--- src/rtl/therm_bubble_correct.sv ---
`default_nettype none
// +--------------------------------------------------------------------------+
// | Module      : therm_bubble_correct                                       |
// | Description : Synchronises a raw comparator word, captures it on each    |
// |               conversion strobe and removes single-bit bubbles with a    |
// |               3-input majority filter. Keeps a saturating bubble count   |
// |               and a sticky residual-error flag.                          |
// |               Optional macro THERM_FORCE_MONO_EN: apply a prefix-AND     |
// |               after the filter so thermo is always a legal code.         |
// | Revision    : 1.0 - initial release                                      |
// +--------------------------------------------------------------------------+
module therm_bubble_correct #(
    parameter int B           = 8,
    parameter int SYNC_STAGES = 2
) (
    input  logic                clock,
    input  logic                reset,
    input  logic                sample,
    input  logic [(1<<B)-1:0]   comp,
    input  logic                clear_err,
    output logic [(1<<B)-1:0]   thermo,
    output logic                valid,
    output logic [15:0]         bubble_cnt,
    output logic                err_flag
);

    localparam int c_N = 1 << B;

    logic [SYNC_STAGES-1:0][c_N-1:0] r_sync;
    logic [c_N-1:0]                  r_cap;
    logic                            r_v1;
    logic [c_N-1:0]                  r_thermo;
    logic                            r_valid;
    logic [15:0]                     r_cnt;
    logic                            r_err;

    // Word extended with the boundary constants: below bit 0 reads as 1,
    // above bit N-1 reads as 0, so edge bits are filtered like interior bits.
    logic [c_N+1:0]                  w_ext;
    logic [c_N-1:0]                  w_maj;
    logic [c_N-1:0]                  w_out;
    logic                            w_resid;
    logic                            w_bubble;

    // Free-running comparator synchroniser, independent of the strobe
    always_ff @(posedge clock) begin
        if (!reset) begin
            r_sync <= '0;
        end else begin
            r_sync[0] <= comp;
            for (int s = 1; s < SYNC_STAGES; s++) begin
                r_sync[s] <= r_sync[s-1];
            end
        end
    end

    // Stage 1: capture the synchronised word on a strobe
    always_ff @(posedge clock) begin
        if (!reset) begin
            r_cap <= '0;
            r_v1  <= 1'b0;
        end else begin
            r_v1 <= sample;
            if (sample) begin
                r_cap <= r_sync[SYNC_STAGES-1];
            end
        end
    end

    assign w_ext = {1'b0, r_cap, 1'b1};

    generate
        for (genvar i = 0; i < c_N; i++) begin : g_maj
            assign w_maj[i] = (w_ext[i] & w_ext[i+1]) |
                              (w_ext[i] & w_ext[i+2]) |
                              (w_ext[i+1] & w_ext[i+2]);
        end
    endgenerate

    // A 1 sitting directly above a 0, or a 0 at the bottom under any 1
    assign w_resid  = (|(w_maj[c_N-1:1] & ~w_maj[c_N-2:0])) |
                      (~w_maj[0] & (|w_maj));
    assign w_bubble = (w_maj != r_cap);

`ifdef THERM_FORCE_MONO_EN
    // Prefix-AND: each output bit is the AND of all filtered bits at or below it
    generate
        for (genvar i = 0; i < c_N; i++) begin : g_mono
            assign w_out[i] = &w_maj[i:0];
        end
    endgenerate
`else
    assign w_out = w_maj;
`endif

    // Stage 2: register the corrected word and the one-cycle valid pulse
    always_ff @(posedge clock) begin
        if (!reset) begin
            r_thermo <= '0;
            r_valid  <= 1'b0;
        end else begin
            r_valid <= r_v1;
            if (r_v1) begin
                r_thermo <= w_out;
            end
        end
    end

    // Saturating count of captures that the filter had to change
    always_ff @(posedge clock) begin
        if (!reset) begin
            r_cnt <= '0;
        end else if (r_v1 && w_bubble && (r_cnt != 16'hFFFF)) begin
            r_cnt <= r_cnt + 16'd1;
        end
    end

    // Sticky residual-error flag; a new error beats a simultaneous clear
    always_ff @(posedge clock) begin
        if (!reset) begin
            r_err <= 1'b0;
        end else if (r_v1 && w_resid) begin
            r_err <= 1'b1;
        end else if (clear_err) begin
            r_err <= 1'b0;
        end
    end

    assign thermo     = r_thermo;
    assign valid      = r_valid;
    assign bubble_cnt = r_cnt;
    assign err_flag   = r_err;

endmodule
`default_nettype wire
--- config.mk ---
export PLATFORM = sky130hd
export DESIGN_NAME = therm_bubble_correct
export DESIGN_NICKNAME = d
export VERILOG_FILES = /design/src/rtl/therm_bubble_correct.sv
export SDC_FILE = /design/constraint.sdc
export NUM_CORES = 2
export LEC_CHECK = 0
export ABC_AREA = 1
export CAP_MARGIN = 30
export CELL_PAD_IN_SITES_DETAIL_PLACEMENT = 0
export CELL_PAD_IN_SITES_GLOBAL_PLACEMENT = 2
export CORE_AREA = 2 2 368 370
export CTS_CLUSTER_SIZE = 12
export DETAILED_ROUTE_END_ITERATION = 6
export DIE_AREA = 0 0 370 372
export PLACE_DENSITY_LB_ADDON = 0.1
export RECOVER_POWER = 50
export SYNTH_ARGS = -nofsm -noshare
export SYNTH_HDL_FRONTEND = slang
export SYNTH_SLANG_ARGS = --single-unit
--- constraint.sdc ---
create_clock -name clock -period 2.2 [get_ports clock]
set_input_delay 0.33 -clock clock [delete_from_list [all_inputs] [get_ports clock]]
set_output_delay 0.33 -clock clock [all_outputs]
set_load 0.01 [all_outputs]
==> impl_results.md <==
* Ys async rst share at 0
* First-pass GRT wire length at 203 mm
* Critical Path RT at 1.87 ns
* Adder and majority cell fraction of the synthesized area at 0.000303
* Final Hold Fails at 0
* RSZ-0062 raised after global routing: yes
* # nets final at ~6800
* Pins Over Slew Limit at 0
* Largest net degree at the start of global routing at between 150 and 200
* Lkg Pwr at 26.5 nW
* Area added between synthesis and finish at 32.2%
* #FFs+latches synth at 1043
* Hold_ws at 0.128 ns
* Worst Setup EP: err_flag
* Crit path kind: reg -> out
* WP buf/inv at 1
* Core Region at 134000 um^2
* Syn Nets at 6150
* Top delay family on crit path: buffers and inverters
* Root buf cell: clkbuf_16
* Mux contribution to synthesized area at 0
* Final wirelength at 134 mm
* DP HPWL at 99.6 mm
* Final setup fails at 0
* XOR/XNOR Fraction of Synth Area at 0.00297
* Simple-Gate Fraction of Synth Area at 0.239
* GR Util All Layers at 0.189
* Synth area leader: dfxtp_1
* Crit path capture type: primary output
* CTS buffer count at 118
* Mean routed wirelength per cell at 16.0 um
* Worst r2r path cells at 14
* Filler cells at 14400
* Largest family of logic cells by synthesized area: simple AND/OR/NAND/NOR gates
* Drt first pass iters at 5
* Period minus WS final at 2.12 ns
* CP peak stage delay at 0.60 ns
* WP depth at 1
* Initial Util at 0.307
* Slowest CP cell: clkdlybuf4s50_1
* Avg Inst Size Synth at 7.01 um^2
* Compound-gate portion of the synthesized area at 0.140
* Area occupied by multi-input gates at 16400 um^2
* Vias per std cell at between 4 and 5
* Ports at 534
* Worst R2R Start: r_cap[255]
* Reg clk slew, reported paths at 0.06 ns
* Post-synthesis cell type count at 31
* Power density over cell area at 826 nW/um^2
* Setup TNS at 0 ns
* Post-synth top cells: nand2_1, dfxtp_1, inv_1, o21ai_0, a21oi_1
* Fmax achieved at 472 MHz
* Critical Path, Cell by Cell: clkdlybuf4s50_1
* Initial antenna violation count at 15
* Worst Max-Slew Pin Slew at about 1.2 ns
* Worst min path class: in -> reg
* Crit path launch type: register
* MaxCap Viol Count at 0
* Synth Flop Type: dfxtp_1
* Grt total ovfl at 0
* Yosys top cell area share at 0.506
* RR Endpoint: bubble_cnt[5]
* Proportion of layout cells with a drive suffix above 1 at 0.115
* Ranking of synthesized cells by area: dfxtp_1, nand2_1, inv_1, o21ai_0, a21oi_1
* Post-synthesis cell count at 5889
* Post-route clock skew at ~0.028 ns
* Status: finished, final reports clean
* Power, Total at 45.1 mW
* Post-route ant nets at 0
* Mapped cell area at 41300 um^2
* Die Y at 372 um
* CTS H-tree depth at 3
* Final core occ at 0.406
* Rows at 135
* Peak fanout along the critical path at 2
* Ys Warns at 0
* DRC viols at 0
* Crit path DAT at 1.79 ns
* Initial DRC count at 2067
* Post-synth EDFFs at 0
* Reg2Reg Setup Slack at 0.12 ns
* DIE AREA at between 100000 and 150000 um^2
* Slew headroom at 0.217
* Final Cycle Share at 0.962
* Die width at 370 um
* Post-synthesis sequential area ratio at 0.506
* Worst setup path startpoint: err_flag
* Most common cell in the synthesized netlist: nand2_1
* Routability congestion estimate at ~0.8
* Via Count at 37200
* Skew-Pair Late Insertion Delay at approximately 0.73 ns
* FF+latch area at 21000 um^2
* Peak supply drop at 0.000587 V
* CTS Buffer Depth at 3
* CTS Sinks at 1043
* Number of port buffers at around 530
* CTS tree: done
* Vias in the first global route at approximately 36000
-- per-layer routing --
layer	global-route usage	vias to the layer above	part of all wire
li1	-	19600	-
met1	0.246	16800	0.46
met2	0.317	566	0.46
met3	0.0363	203	0.042
met4	0.0514	22	0.029
met5	0	-	0.0011
-- state kept, by name, indices dropped and copies added (netlist names) --
register    count
r_sync        512
r_cap         256
thermo        256
bubble_cnt     16
err_flag        1
r_v1            1
valid           1
-- logic make-up after synthesis --
logic type / Yosys count
simple gates: 2468
compound gates: 1135
fa+ha+maj: 1
xor+xnor: 14
flops: 1043
buf+inv: 1228
-- power by group --
| part | internal (mW) | leakage [nW] | switching [mW] |
|---|---|---|---|
| clock | 12.0 | 1.94 | 8.15 |
| sequential | 19.7 | 8.59 | 0.453 |
| combinational | 1.86 | 16.0 | 2.97 |
| total | 33.5 | 26.5 | 11.6 |
-- worst min-delay path by stage --
stage                      from           to  slack, ns  cells past startpoint
floorplan             r_sync[0]  r_sync[256]       0.39                      2
global placement    r_sync[172]  r_sync[428]       0.39                      2
detailed placement   r_sync[31]  r_sync[287]       0.39                      2
CTS                    comp[40]   r_sync[40]       0.06                      3
global route           comp[43]   r_sync[43]       0.09                      3
finish                 comp[29]   r_sync[29]       0.13                      3
-- layout make-up --
type                    count  area share
inverters                 999      0.0690
repair buffers            759       0.133
multi-input cells        3619       0.301
flip-flops and latches   1043       0.384
clock inverters            44     0.00968
clock buffers             172      0.0630
well taps                1781      0.0409
diodes                      1   0.0000459
-- through the flow --
stage               std cells  setup WS (ns)  area, um^2
floorplan                5889          0.315       41300
global placement         8194         -0.358       49900
detailed placement       8194         -0.344       49900
CTS                      8411        0.00185       54000
global route             8417        -0.0468       54500
finish                   8418         0.0834       54500
-- repair_timing --
| item | CTS | global route |
|---|---|---|
| hold endpoints to repair | 1 | 0 |
| setup endpoints to repair | 21 | 18 |
| cloned | 0 | 2 |
| pin swaps | 0 | 31 |
| buffers inserted | 0 | 5 |
| gates resized for setup | 37 | 254 |
| hold buffers | 1 | 0 |
-- placed cells by master (no fill, tap or decap), types with 4 or more instances in the layout --
cell,instances
clkbuf_16,120
xnor2_1,8
inv_6,5
buf_12,17
dfxtp_1,982
nor2_1,264
o21ai_2,8
nand3_2,12
a21oi_1,370
nand2_1,1717
buf_6,8
clkinvlp_4,8
inv_1,896
clkbuf_8,24
clkdlybuf4s50_1,527
buf_4,182
xor2_1,6
nand2_4,5
nand3_1,341
nor2_2,56
nand4_1,22
inv_2,99
clkbuf_1,39
o21ai_0,550
o211ai_1,18
o21ai_1,119
nand2_2,29
a21oi_2,66
dfxtp_2,58
nor2_4,11
bufinv_16,10
clkinv_2,18
clkbuf_2,4
(Power assumes the default switching activity.)
